<file path="config.mk">
export PLATFORM = sky130hd
export DESIGN_NAME = serial_alu_ctrl_flat
export DESIGN_NICKNAME = d
export VERILOG_FILES = /design/src/rtl/serial_alu_pkg.sv /design/src/rtl/serial_alu_if.sv /design/src/rtl/serial_alu_ctrl.sv /design/src/flat_wrapper.sv
export SDC_FILE = /design/constraint.sdc
export NUM_CORES = 1
export LEC_CHECK = 0
export BUFFER_PORTS_ARGS = -buffer_cell sky130_fd_sc_hd__buf_2
export CAP_MARGIN = 20
export CORE_MARGIN = 2
export CORE_UTILIZATION = 52
export CTS_CLUSTER_DIAMETER = 100
export DETAILED_ROUTE_END_ITERATION = 6
export PLACE_DENSITY = 0.77
export REMOVE_ABC_BUFFERS = 1
export SYNTH_ARGS = -nofsm -noshare
export SYNTH_HDL_FRONTEND = slang
export SYNTH_SLANG_ARGS = --single-unit
</file>
<file path="constraint.sdc">
create_clock -name clk -period 2 [get_ports clk]
set_input_delay 0.1 -clock clk [delete_from_list [all_inputs] [get_ports clk]]
set_output_delay 0.1 -clock clk [all_outputs]
set_load 0.02 [all_outputs]
</file>
<file path="src/rtl/serial_alu_pkg.sv">
// rtl/serial_alu_pkg.sv - shared types and encodings for the bit-serial ALU sequencer
//
// Contents: sequencer state enum, 2-bit slice op encodings, and the 4-bit
// ALU control words {a_invert, b_invert, op[1:0]} for the common operations.

package serial_alu_pkg;

    typedef enum logic [1:0] {
        ST_IDLE     = 2'd0,
        ST_RUN      = 2'd1,
        ST_SLT_PASS = 2'd2,
        ST_DONE     = 2'd3
    } state_t;

    localparam logic [1:0] OP_AND = 2'b00;
    localparam logic [1:0] OP_OR  = 2'b01;
    localparam logic [1:0] OP_ADD = 2'b10;
    localparam logic [1:0] OP_SLT = 2'b11;

    localparam logic [3:0] CTL_AND = 4'b0000;
    localparam logic [3:0] CTL_OR  = 4'b0001;
    localparam logic [3:0] CTL_ADD = 4'b0010;
    localparam logic [3:0] CTL_SUB = 4'b0110;
    localparam logic [3:0] CTL_SLT = 4'b0111;
    localparam logic [3:0] CTL_NOR = 4'b1100;

endpackage

</file>
<file path="src/rtl/serial_alu_if.sv">
// rtl/serial_alu_if.sv - request/response bus of the bit-serial ALU sequencer
//
// Signals: in_valid/in_ready/a/b/alu_ctl (request), out_valid/out_ready/
// result/zero/overflow/carry_out (response).
// master: the requester (drives requests, accepts results).
// slave : the sequencer.

interface serial_alu_if #(
    parameter int WIDTH = 8
) ();

    logic             in_valid;
    logic             in_ready;
    logic [WIDTH-1:0] a;
    logic [WIDTH-1:0] b;
    logic [3:0]       alu_ctl;
    logic             out_valid;
    logic             out_ready;
    logic [WIDTH-1:0] result;
    logic             zero;
    logic             overflow;
    logic             carry_out;

    modport master (
        output in_valid, a, b, alu_ctl, out_ready,
        input  in_ready, out_valid, result, zero, overflow, carry_out
    );

    modport slave (
        input  in_valid, a, b, alu_ctl, out_ready,
        output in_ready, out_valid, result, zero, overflow, carry_out
    );

endinterface

</file>
<file path="src/rtl/serial_alu_ctrl.sv">
// rtl/serial_alu_ctrl.sv - bit-serial sequencer driving an external 1-bit ALU slice
//
// Ports:
//   clk, rst        clock, synchronous active-high reset
//   bus (slave)     request/response handshake, operands, result and flags
//   slice_a/b       current operand bits (LSB first)
//   slice_a_invert, slice_b_invert, slice_carry_in, slice_less, slice_op
//                   controls to the slice
//   slice_result, slice_carry  combinational slice outputs, sampled every edge
//
// An operation takes WIDTH edges (AND/OR/ADD) or 2*WIDTH edges (SLT: one
// subtract pass to find the sign, then a pass feeding it into bit 0 via Less).

module serial_alu_ctrl
    import serial_alu_pkg::*;
#(
    parameter int WIDTH = 8
) (
    input  logic          clk,
    input  logic          rst,
    serial_alu_if.slave   bus,
    output logic          slice_a,
    output logic          slice_b,
    output logic          slice_less,
    output logic          slice_a_invert,
    output logic          slice_b_invert,
    output logic          slice_carry_in,
    output logic [1:0]    slice_op,
    input  logic          slice_result,
    input  logic          slice_carry
);

    localparam int CW = (WIDTH > 2) ? $clog2(WIDTH) : 1;
    localparam logic [CW-1:0] CNT_LAST = CW'(WIDTH - 1);

    state_t           state;
    logic [WIDTH-1:0] a_q;
    logic [WIDTH-1:0] b_q;
    logic             ainv_q;
    logic             binv_q;
    logic [1:0]       op_q;
    logic             carry_q;
    logic [CW-1:0]    cnt;
    logic [WIDTH-1:0] res_q;
    logic             lt_q;
    logic             ovf_q;
    logic             cout_q;
    logic             zero_q;
    logic             out_valid_q;

    logic [WIDTH-1:0] res_next;
    logic             last_bit;
    logic             ovf_now;

    assign res_next = {slice_result, res_q[WIDTH-1:1]};
    assign last_bit = (cnt == CNT_LAST);
    // Signed overflow: carry into the MSB differs from carry out of it.
    assign ovf_now  = carry_q ^ slice_carry;

    assign bus.in_ready  = (state == ST_IDLE) && !rst;
    assign bus.out_valid = out_valid_q;
    assign bus.result    = res_q;
    assign bus.zero      = zero_q;
    assign bus.overflow  = ovf_q;
    assign bus.carry_out = cout_q;

    always_comb begin
        slice_a        = 1'b0;
        slice_b        = 1'b0;
        slice_less     = 1'b0;
        slice_a_invert = 1'b0;
        slice_b_invert = 1'b0;
        slice_carry_in = 1'b0;
        slice_op       = OP_AND;
        case (state)
            ST_RUN: begin
                slice_a        = a_q[cnt];
                slice_b        = b_q[cnt];
                slice_a_invert = ainv_q;
                slice_b_invert = binv_q;
                slice_carry_in = carry_q;
                // SLT's first pass is a plain subtraction to obtain the sign.
                slice_op       = (op_q == OP_SLT) ? OP_ADD : op_q;
            end
            ST_SLT_PASS: begin
                slice_a        = a_q[cnt];
                slice_b        = b_q[cnt];
                slice_a_invert = ainv_q;
                slice_b_invert = binv_q;
                slice_op       = OP_SLT;
                slice_less     = (cnt == '0) ? lt_q : 1'b0;
            end
            default: ;
        endcase
    end

    always_ff @(posedge clk) begin
        if (rst) begin
            state       <= ST_IDLE;
            a_q         <= '0;
            b_q         <= '0;
            ainv_q      <= 1'b0;
            binv_q      <= 1'b0;
            op_q        <= OP_AND;
            carry_q     <= 1'b0;
            cnt         <= '0;
            res_q       <= '0;
            lt_q        <= 1'b0;
            ovf_q       <= 1'b0;
            cout_q      <= 1'b0;
            zero_q      <= 1'b0;
            out_valid_q <= 1'b0;
        end else begin
            case (state)
                ST_IDLE: begin
                    if (bus.in_valid) begin
                        a_q     <= bus.a;
                        b_q     <= bus.b;
                        ainv_q  <= bus.alu_ctl[3];
                        binv_q  <= bus.alu_ctl[2];
                        op_q    <= bus.alu_ctl[1:0];
                        // b_invert doubles as the +1 of two's-complement negation.
                        carry_q <= bus.alu_ctl[2];
                        cnt     <= '0;
                        state   <= ST_RUN;
                    end
                end
                ST_RUN: begin
                    carry_q <= slice_carry;
                    res_q   <= res_next;
                    zero_q  <= (res_next == '0);
                    cnt     <= cnt + 1'b1;
                    if (last_bit) begin
                        if (op_q == OP_AND || op_q == OP_OR) begin
                            ovf_q  <= 1'b0;
                            cout_q <= 1'b0;
                        end else begin
                            ovf_q  <= ovf_now;
                            cout_q <= slice_carry;
                        end
                        // True sign of a-b, corrected for overflow.
                        lt_q <= slice_result ^ ovf_now;
                        cnt  <= '0;
                        if (op_q == OP_SLT) begin
                            state <= ST_SLT_PASS;
                        end else begin
                            state       <= ST_DONE;
                            out_valid_q <= 1'b1;
                        end
                    end
                end
                ST_SLT_PASS: begin
                    res_q  <= res_next;
                    zero_q <= (res_next == '0);
                    cnt    <= cnt + 1'b1;
                    if (last_bit) begin
                        cnt         <= '0;
                        state       <= ST_DONE;
                        out_valid_q <= 1'b1;
                    end
                end
                ST_DONE: begin
                    if (bus.out_ready) begin
                        state       <= ST_IDLE;
                        out_valid_q <= 1'b0;
                    end
                end
                default: state <= ST_IDLE;
            endcase
        end
    end

endmodule
</file>
<file path="src/flat_wrapper.sv">
// flat-port wrapper written by rule: the top's interface ports become plain ports
module serial_alu_ctrl_flat import serial_alu_pkg::*;
#(
    parameter int WIDTH = 8
)
  (clk, rst, slice_a, slice_b, slice_less, slice_a_invert, slice_b_invert, slice_carry_in, slice_op, slice_result, slice_carry, bus_in_valid, bus_a, bus_b, bus_alu_ctl, bus_out_ready, bus_in_ready, bus_out_valid, bus_result, bus_zero, bus_overflow, bus_carry_out);
  serial_alu_if #(.WIDTH(WIDTH)) bus_i ();
  input  logic clk;
  input  logic rst;
  output logic slice_a;
  output logic slice_b;
  output logic slice_less;
  output logic slice_a_invert;
  output logic slice_b_invert;
  output logic slice_carry_in;
  output logic [1:0] slice_op;
  input  logic slice_result;
  input  logic slice_carry;
  input wire logic [$bits(bus_i.in_valid)-1:0] bus_in_valid;
  input wire logic [$bits(bus_i.a)-1:0] bus_a;
  input wire logic [$bits(bus_i.b)-1:0] bus_b;
  input wire logic [$bits(bus_i.alu_ctl)-1:0] bus_alu_ctl;
  input wire logic [$bits(bus_i.out_ready)-1:0] bus_out_ready;
  output wire logic [$bits(bus_i.in_ready)-1:0] bus_in_ready;
  output wire logic [$bits(bus_i.out_valid)-1:0] bus_out_valid;
  output wire logic [$bits(bus_i.result)-1:0] bus_result;
  output wire logic [$bits(bus_i.zero)-1:0] bus_zero;
  output wire logic [$bits(bus_i.overflow)-1:0] bus_overflow;
  output wire logic [$bits(bus_i.carry_out)-1:0] bus_carry_out;
  assign bus_i.in_valid = bus_in_valid;
  assign bus_i.a = bus_a;
  assign bus_i.b = bus_b;
  assign bus_i.alu_ctl = bus_alu_ctl;
  assign bus_i.out_ready = bus_out_ready;
  assign bus_in_ready = bus_i.in_ready;
  assign bus_out_valid = bus_i.out_valid;
  assign bus_result = bus_i.result;
  assign bus_zero = bus_i.zero;
  assign bus_overflow = bus_i.overflow;
  assign bus_carry_out = bus_i.carry_out;
  serial_alu_ctrl #(.WIDTH(WIDTH)) u_core (.clk(clk), .rst(rst), .bus(bus_i), .slice_a(slice_a), .slice_b(slice_b), .slice_less(slice_less), .slice_a_invert(slice_a_invert), .slice_b_invert(slice_b_invert), .slice_carry_in(slice_carry_in), .slice_op(slice_op), .slice_result(slice_result), .slice_carry(slice_carry));
endmodule
</file>
# Word level (Yosys, flattened, before mapping)
# Cells that the tools add are included.
# word_totals
rom_bits,0
in_bits,26
mem_count,0
latchBits,0
ramBits,0
out_inout_bits,21
regBits,39
# op_classes
magnitude_cmp,1
n_eq_ne,11
shifts,0
n_bitwise,2
addsub,1
reduce_logical,17
n_mul,0
muxes,31
div,0
# op_table
op,count
two-way mux 1 bit,17
two-way mux 2 bit,5
logical NOT 8 bit,1
one-hot mux 2 bit (4 select lines),1
AND reduction 2 bit,4
binary-select mux 1 bit (select 3 bit),2
"equality test 2 bit, second input constant",3
two-way mux 3 bit,2
"inequality test 2 bit, second input constant",3
one-hot mux 3 bit (2 select lines),1
AND reduction 5 bit,1
"equality test 2 x 1 -> 1 bit, second input constant",2
logical NOT 2 bit,2
"less-than comparator 3 x 4 -> 1 bit, second input constant",1
"inequality test 2 x 1 -> 1 bit, second input constant",2
one-hot mux 2 bit (2 select lines),1
AND reduction 4 bit,1
nonzero test 2 bit,2
"adder 3 x 1 -> 3 bit, second input constant",1
"equality test 3 bit, second input constant",1
logical NOT 3 bit,1
one-hot mux 1 bit (3 select lines),1
nonzero test 3 bit,1
one-hot mux 1 bit (2 select lines),1
other kinds (5),6

# Depth between registers and ports, before layout
# Gate-level depths: netlist of run 1.
# logic_depth
ltp_word,4
mapped_depth,7
ltp_nobuf,5

# Least setup slack after synthesis of run 1
# Ideal clock, no wire load.
# synth_timing
path_kind,register to register
startpoint,register u_core.cnt[1]
endpoint,register u_core.state[0]
stages_incl_launch_ff,6
period_less_slack_ns,1.503
path_slack_ns,0.497
required_ns,1.869
arrival_time_ns,1.371
path_cell_list,dfxtp_1 ha_1 ha_1 o21ba_2 o41ai_1 a21oi_1
# synth_via
elab_chain_cells,3
elab_cells_between_ends,4
# synth_lines
element,line_no,rtl
start: declaration,serial_alu_ctrl.sv:43,logic [CW-1:0] cnt;
start signal: assignment,serial_alu_ctrl.sv:132,cnt <= cnt + 1'b1;
start signal: assignment,serial_alu_ctrl.sv:155,cnt <= cnt + 1'b1;
equality test 3 bit *,serial_alu_ctrl.sv:56,assign last_bit = (cnt == CNT_LAST);
inequality test 2 x 1 -> 1 bit (no line),-,
AND reduction 4 bit (no line) *,-,
end signal: assignment,serial_alu_ctrl.sv:99,state <= ST_IDLE;
end signal: assignment,serial_alu_ctrl.sv:125,state <= ST_RUN;
end signal: assignment,serial_alu_ctrl.sv:145,state <= ST_SLT_PASS;
end: declaration,serial_alu_ctrl.sv:36,state_t state;
# Mark *: on every way between the ends. The rest lies on a longest branch, timed or not.
# A chain may end at the register's enable or synchronous reset.

# Worst setup path after layout of run 1
# layout_timing
startpoint,register u_core.cnt[0]
endpoint,output slice_a
# layout_via
elab_chain_cells,3
# layout_lines
element,line_no,rtl
binary-select mux 1 bit (select 3 bit),"serial_alu_ctrl.sv:77, serial_alu_ctrl.sv:86",
two-way mux 1 bit (implied by the code),"serial_alu_ctrl.sv:77, serial_alu_ctrl.sv:86",
two-way mux 1 bit,-,
end: declaration,flat_wrapper.sv:10,output logic slice_a;
# Every way passes these cells. The select of a mux whose other input is x is not followed.

==> impl_metrics.yaml, run 1 <==
cts:
  cts_tree: "done"
  cts_buffers: 5
  insertion_delay_ps: 350
  cts.sinks: 39
  htree_levels: 2
  clk_path_buf_depth: 2
  cts.clk_slew.worst_paths_ps: 120
  cts_setup_buffers: 0
  clockRootBuffer: "clkbuf_4"
synthesis:
  synth_area_sq_um: 1800
  async_reset_ff_frac: 0
  synth_edf_count: 0
  avgSynthCellArea_sq_um: 8.75
  yosysSeqAreaShare: 0.433
  yosysWarnings: 0
  ys_ff_latch: 39
  synthDistinctLibCells: 38
  synth_flop_cell: "dfxtp_1"
  netlist_instances: 206
power_and_ir_drop:
  ir_drop_uv: 702
  p_per_area_nw_per_um2: 1120
  cellLeakagePower_uw: 0.000993
setup_path:
  end_kind: "output port"
  cpMaxStageDelayCell: "mux4_1"
  max_stage_delay_ps: 560
  worst-setup-path-type: "reg2out"
  required_ps: 1900
  crit_fanout: 5
  arrival_ps: 1810
  crit_path_cell_trace: "buf_4 > mux4_1 > a22o_1 > buf_2"
  worstSetupStartpointType: "register"
floorplanning:
  num_io_pins: 47
  rows: 21
  start_util: 0.540
  die_x_um: 62.9
  fp.dieH_um: 62.9
  core-area_sq_um: 3340
  dieArea_sq_um: 3950
timing:
  period_share: 0.955
  rsz0062_at_grt: "no"
  setup_tns_ps: 0
  slew_viol_final: 0
  skew_ps: 13.2
  slew-limit-headroom: 0.514
  worstMarginPinSlew_ps: 729
  post-route-min-period_ps: 1910
  hold_violations: 0
  setup_viol: 0
  fin_hold_ws_ps: 14.1
  fmax_ghz: 0.524
finish:
  final_cell_mix: "buf_2, nand2_1, dfxtp_1"
  area_delta_synth_final_pct: 27.2
  filler_cell_count: 309
  antenna_cells: 0
  mostFrequentLayoutCell: "buf_2"
  drive_gt1_frac: 0.242
  fin_nets: 301
  final_cell_area_sq_um: 2290
route:
  drcViolationCount: 0
  drt-pass1-iter-count: 4
  vias: 1617
  wl_per_cell_um: 13.1
  ant_nets: 0
  viasPerCell: 5.13
  drt_iter0_markers: 65
  routed_wl_um: 4120
placement:
  hpwl_um: 2700
  place_congestion: 0.846
  place_area_sq_um: 2060
  port_buffers: 46
status:
  status: "completed"
grt:
  track_usage: 0.216
  grt_pass1_vias: 1491
  grt_max_degree: 30
  grt-ovfl-total: 0
  grt_pass1_wl_um: 6820
  antenna_found_initial: 0
min_path:
  hp-class: "in2reg"
job:
  cap_violations: 0
## synthesized netlist by cell type, types with 2 or more instances
master | count | area share
nand2_1 | 45 | 0.094
dfxtp_1 | 39 | 0.43
a21oi_1 | 27 | 0.075
nor2_1 | 15 | 0.031
mux2i_1 | 9 | 0.050
clkbuf_1 | 7 | 0.015
ha_1 | 7 | 0.049
and2_1 | 5 | 0.017
nor2b_1 | 5 | 0.017
buf_2 | 4 | 0.011
inv_1 | 4 | 0.0083
a32oi_1 | 3 | 0.015
mux4_2 | 3 | 0.037
nand2b_1 | 3 | 0.010
nand4_1 | 3 | 0.010
a22o_1 | 2 | 0.0097
a31oi_1 | 2 | 0.0069
nor4_1 | 2 | 0.0069
o31ai_1 | 2 | 0.0083
## layout make-up
cell class	count	area, sq um	share of cell area
timing repair buffer	68	442	0.193
multi-input combinational	150	947	0.413
inverter	4	15.0	0.00655
clock buffer	7	45.0	0.0196
sequential	39	782	0.341
tap	46	57.6	0.0251
clock inverter	1	5.00	0.00218
## registers in the layout, summed over array words and instances (netlist names), 2 cells and up
name,count
u_core.state,2
u_core.bus.result,8
u_core.b_q,8
u_core.cnt,3
u_core.a_q,8
u_core.op_q,2
## timing repair
| item | 4_1_cts | 5_1_grt |
|---|---|---|
| hold buffers | 17 | 0 |
| resized for setup | 1 | 3 |
| endpoints found under the hold margin | 17 | 0 |
| setup endpoints to repair | 1 | 4 |
## per-layer routing
| layer | vias up | global-route usage | wire length (um) |
|---|---|---|---|
| met3 | 8 | 0.0468 | 156 |
| met1 | 742 | 0.272 | 1880 |
| met5 | - | 0 | 0 |
| met2 | 31 | 0.364 | 2020 |
| li1 | 836 | - | - |
| met4 | 0 | 0.0778 | 69 |
## power by group
group	switching (uW)	internal (uW)
Sequential	106	918
Combinational	651	515
Clock	251	137
Total	1010	1570
## per-stage QoR
step,utilization,power (uW),setup slack (ps),std cells
floorplan,-,1810,346,193
global placement,0.618,2120,280,290
detailed placement,0.618,2150,240,290
CTS,0.685,2570,24.1,315
global route,0.687,2760,9.60,315
finish,0.687,2580,90.6,315
## cell families (layout without fill, tap and decap cells)
| family | count (synthesis) | after routing | synth area share |
|---|---|---|---|
| flops | 39 | 39 | 0.433 |
| simple gates | 84 | 84 | 0.210 |
| buf+inv | 17 | 80 | 0.0444 |
| xor+xnor | 2 | 2 | 0.00972 |
| fa+ha+maj | 7 | 7 | 0.0486 |
| compound gates | 44 | 44 | 0.152 |
| mux | 13 | 13 | 0.102 |
## worst paths after layout
kind                       start  cells after the start  slack (ps)                  end
max                u_core.cnt[0]                      4          90              slice_a
min                     bus_b[0]                      3          10        u_core.b_q[0]
min reg2reg  u_core.bus.overflow                      2         460  u_core.bus.overflow
max reg2reg        u_core.cnt[1]                      5         240      u_core.state[0]
## worst max-delay path: cells and delay by family (launching register included)
family                 cells  cell delay (ps)
buffers and inverters      2              310
AOI/OAI and AO/OA          1              200
DFF                        1              390
muxes                      1              560
(Power assumes the default switching activity.)
==> run 2, diff against run 1 <==
--- a/config.mk
+++ b/config.mk
@@ -11,8 +11,10 @@
 export CORE_UTILIZATION = 52
 export CTS_CLUSTER_DIAMETER = 100
 export DETAILED_ROUTE_END_ITERATION = 6
+export HOLD_SLACK_MARGIN = 0.1
 export PLACE_DENSITY = 0.77
 export REMOVE_ABC_BUFFERS = 1
 export SYNTH_ARGS = -nofsm -noshare
 export SYNTH_HDL_FRONTEND = slang
 export SYNTH_SLANG_ARGS = --single-unit
+export TNS_END_PERCENT = 5
==> run 2 against run 1 <==
Effect of this change: utilization up 1.5 points; count of clock-buffer cells in the layout unchanged; sequential share of layout area down 0.73 points.
==> impl_metrics.yaml, run 2 (synthesis gave the netlist of run 1 again) <==
floorplanning:
  rows: 21
  core-area_sq_um: 3340
  dieArea_sq_um: 3950
  fp.dieH_um: 62.9
  die_x_um: 62.9
  start_util: 0.540
  num_io_pins: 47
timing:
  worstMarginPinSlew_ps: 731
  rsz0062_at_grt: "no"
  slew-limit-headroom: 0.513
  slew_viol_final: 0
  setup_viol: 0
  period_share: 0.955
  fmax_ghz: 0.524
  hold_violations: 0
  setup_tns_ps: 0
  post-route-min-period_ps: 1910
  skew_ps: 6.87
finish:
  antenna_cells: 0
  mostFrequentLayoutCell: "buf_2"
  area_delta_synth_final_pct: 30.0
  fin_nets: 306
  filler_cell_count: 298
  final_cell_mix: "buf_2, nand2_1, dfxtp_1"
  fin_cells: 320
  drive_gt1_frac: 0.237
setup_path:
  end_kind: "output port"
  crit_start: "u_core.cnt[0]"
  worstSetupStartpointType: "register"
  ff2ff_setup_slack_ps: 240
  required_ps: 1900
  worst-setup-path-type: "reg2out"
  crit_fanout: 5
  timing.rr.start: "u_core.cnt[1]"
  arrival_ps: 1810
grt:
  grt-ovfl-total: 0
  grt_pass1_vias: 1500
  track_usage: 0.218
  grt_max_degree: 30
  grt_pass1_wl_um: 6860
  antenna_found_initial: 0
route:
  vias: 1647
  drcViolationCount: 0
  routed_wl_um: 4170
  drt_iter0_markers: 79
  drt-pass1-iter-count: 4
  ant_nets: 0
  wl_per_cell_um: 13.0
  viasPerCell: 5.15
power_and_ir_drop:
  power_uw: 2590
  ir_drop_uv: 711
  p_per_area_nw_per_um2: 1110
  cellLeakagePower_uw: 0.00101
cts:
  clk_path_buf_depth: 2
  insertion_delay_ps: 340
  cts_setup_buffers: 0
  cts.sinks: 39
  clockRootBuffer: "clkbuf_4"
  cts_tree: "done"
  htree_levels: 2
  cts.clk_slew.worst_paths_ps: 110
  cts_buffers: 5
placement:
  hpwl_um: 2700
  port_buffers: 46
  dp.cells: 290
  place_congestion: 0.846
min_path:
  hp-class: "in2reg"
  hp-start: "bus_out_ready"
job:
  cap_violations: 0
status:
  status: "completed"
-- run 2: what timing repair did --
item,4_1_cts,5_1_grt
hold endpoints to repair,25,0
hold buffers,22,0
cloned,0,0
gates resized for setup,1,3
endpoints found under the setup margin,1,4
-- run 2: path summary, 6_finish.rpt --
path,to,cells past startpoint
worst max-delay path,slice_a,4
worst min register to register,u_core.bus.overflow,2
worst min-delay path,u_core.bus.out_valid,4
worst max register to register,u_core.state[0],5
-- run 2: where the power goes --
part	internal (uW)	switching (uW)
registers	918	108
logic	522	656
clock network	137	251
-- run 2: cell type report --
type                       instances  area, sq um  area share
tap                               46         57.6      0.0246
multi-input combinational        150          947       0.404
timing repair buffer              73          492       0.210
clock buffer                       7         45.0      0.0192
clock inverter                     1         5.00     0.00214
inverter                           4         15.0     0.00641
sequential                        39          782       0.334
-- run 2: worst max-delay path, stage by stage, from the launching register on --
cell and delay (ps):
dfxtp_2 390, buf_4 170, mux4_1 560, a22o_1 200, buf_2 150
-- run 2: layer usage --
metal  vias to the layer above  GRT usage  part of all wire
met1                       749      0.275              0.45
met2                        44      0.366              0.49
li1                        845          -                 -
met3                         9     0.0468             0.045
met5                         -          0                 0
met4                         0     0.0778             0.017
-- run 2: through the flow --
step,hold slack [ps],setup slack [ps],utilization,instance area (sq um)
after floorplan,169,346,-,1740
after global placement,341,280,0.618,2060
after detailed placement,347,240,0.618,2060
after CTS,129,24.1,0.700,2340
after global routing,137,9.60,0.702,2340
final,125,90.9,0.702,2340
==> run 3, diff against run 2 <==
--- a/config.mk
+++ b/config.mk
@@ -5,6 +5,7 @@
 export SDC_FILE = /design/constraint.sdc
 export NUM_CORES = 1
 export LEC_CHECK = 0
+export ABC_AREA = 1
 export BUFFER_PORTS_ARGS = -buffer_cell sky130_fd_sc_hd__buf_2
 export CAP_MARGIN = 20
 export CORE_MARGIN = 2
@@ -12,7 +13,7 @@
 export CTS_CLUSTER_DIAMETER = 100
 export DETAILED_ROUTE_END_ITERATION = 6
 export HOLD_SLACK_MARGIN = 0.1
-export PLACE_DENSITY = 0.77
+export PLACE_DENSITY = 0.76
 export REMOVE_ABC_BUFFERS = 1
 export SYNTH_ARGS = -nofsm -noshare
 export SYNTH_HDL_FRONTEND = slang
==> run 3 against run 2 <==
Effect of this change: clock skew about the same; register-to-register slack improved by 170 ps; hold slack got worse by 17 ps; critical path type unchanged; critical endpoint is now slice_b_invert.
==> impl_metrics.yaml, run 3 <==
finish:
  antenna_cells: 0
  mostFrequentLayoutCell: "nor2_1"
  area_delta_synth_final_pct: 26.5
  drive_gt1_frac: 0.195
  filler_cell_count: 329
  register_area_sq_um: 781
  final_util: 0.670
  final_cell_mix: "nor2_1, buf_2, nand2_1"
  multiInputGateArea_sq_um: 907
  fin_nets: 372
setup_path:
  cp_top_family: "buffers and inverters"
  crit_path_cell_trace: "inv_1 > ha_1 > buf_4 > nand2_1 > inv_1 > buf_2"
  required_ps: 1900
  arrival_ps: 1790
  crit_top_cell: "inv_1"
  crit_fanout: 13
  max_stage_delay_ps: 450
  worstSetupStartpointType: "register"
  cpMaxStageDelayCell: "ha_1"
  crit_buf_inv: 4
  end_kind: "output port"
  worst-setup-path-type: "reg2out"
grt:
  grt_pass1_vias: 1661
  antenna_found_initial: 0
  grt_max_degree: 31
  track_usage: 0.221
  grt_pass1_wl_um: 7180
  grt-ovfl-total: 0
timing:
  worstMarginPinSlew_ps: 335
  slew-limit-headroom: 0.777
  period_share: 0.943
  post-route-min-period_ps: 1890
  setup_tns_ps: 0
  skew_ps: 6.85
  setup_viol: 0
  rsz0062_at_grt: "no"
  hold_violations: 0
  fmax_ghz: 0.530
  slew_viol_final: 0
min_path:
  hp-class: "in2reg"
cts:
  insertion_delay_ps: 290
  clk_path_buf_depth: 2
  cts_buffers: 5
  cts.sinks: 39
  cts_tree: "done"
  cts_setup_buffers: 0
  cts.clk_slew.worst_paths_ps: 70
  htree_levels: 2
  clockRootBuffer: "clkbuf_8"
power_and_ir_drop:
  p_per_area_nw_per_um2: 1240
  cellLeakagePower_uw: 0.00118
  ir_drop_uv: 658
  power_uw: 2990
route:
  drt_iter0_markers: 88
  drt-pass1-iter-count: 4
  routed_wl_um: 4330
  drcViolationCount: 0
  ant_nets: 0
  vias: 1900
  wl_per_cell_um: 11.2
  viasPerCell: 4.91
synthesis:
  yosysWarnings: 0
  synthTopCellsByCount: "nor2_1, nand2_1, dfxtp_1"
  synthDistinctLibCells: 22
  netlist_instances: 275
  synth_area_sq_um: 1910
  async_reset_ff_frac: 0
  yosysMostFrequentCell: "nor2_1"
  synth_area_leader_cell: "dfxtp_1"
  ys_ff_latch: 39
  avgSynthCellArea_sq_um: 6.95
  synth_edf_count: 0
  synth_area_leaders: "dfxtp_1, nor2_1, nand2_1"
  synth_flop_cell: "dfxtp_1"
  yosysSeqAreaShare: 0.409
  yosys.area.top_type_share: 0.409
placement:
  place_congestion: 0.839
  port_buffers: 46
  hpwl_um: 3030
floorplanning:
  num_io_pins: 47
  core-area_sq_um: 3610
  die_x_um: 64.6
  fp.dieH_um: 64.6
  start_util: 0.530
  dieArea_sq_um: 4180
  rows: 22
status:
  status: "completed"
job:
  cap_violations: 0
run 3: changes by cell type in the layout (fill, tap and decap cells not counted), moves of 6 or more:
cell / delta
inv_1: +25
clkbuf_8: +6
o21ai_0: +22
mux2i_1: -9
o21ai_1: +10
nor2_1: +45
nand3_1: +12
run 3: power by group:
group | leakage (uW) | switching, uW | internal [uW]
sequential | 0.000321 | 143 | 986
clock | 0.0000470 | 264 | 271
combinational | 0.000813 | 853 | 473
run 3: metrics by stage:
stage / worst slack (ps) / instance area (sq um) / std cells / hold slack (ps)
floorplan: 410 / 1810 / 262 / 169
global placement: 530 / 2130 / 360 / 333
detailed placement: 446 / 2130 / 360 / 340
CTS: 150 / 2420 / 387 / 111
global route: 31.3 / 2420 / 387 / 124
finish: 115 / 2420 / 387 / 109
run 3: cell type report:
cell class,instances,share of cell area
clock buffer,6,0.0342
clock inverter,1,0.00207
inverter,32,0.0502
multi-input combinational,191,0.375
sequential,39,0.323
tap,48,0.0248
timing repair buffer,70,0.190
run 3: per-layer routing:
metal  GRT usage  part of all wire  vias up  wire (um)
li1            -                 -      995          -
met1       0.256              0.44      864       1910
met2       0.392              0.51       35       2210
met3      0.0590             0.038        6        164
met4      0.0745             0.011        0         47
met5           0                 0        -          0
run 3: worst register-to-register path: cells and delay by family, from the launching register on:
| family | cells | cell delay [ps] |
|---|---|---|
| compound gates | 2 | 270 |
| simple gates | 1 | 130 |
| flops | 1 | 420 |
| buf+inv | 2 | 400 |
| fa+ha+maj | 1 | 310 |
run 3: final timing paths:
kind               endpoint  depth (start not counted)       startpoint  slack [ps]
max          slice_b_invert                          6  u_core.state[0]         110
min           u_core.a_q[6]                          3         bus_a[6]         110
max reg2reg  u_core.op_q[1]                          6  u_core.state[0]         410
min reg2reg   u_core.b_q[1]                          2    u_core.b_q[1]         450
run 3: logic make-up (layout without fill, tap and decap cells):
logic type,after synthesis,count (layout),share of synthesized area
AO/OA/AOI/OAI,59,59,0.160
XOR/XNOR,2,2,0.00917
adder cells (fa/ha/maj),7,7,0.0458
buffers and inverters,45,109,0.117
flip-flops,39,39,0.409
AND/OR/NAND/NOR,123,123,0.260
run 3: what timing repair did:
item                                    in CTS  in global routing
hold buffers                                20                  0
endpoints found under the setup margin       0                  0
gates resized for setup                      0                  0
hold endpoints to repair                    24                  0
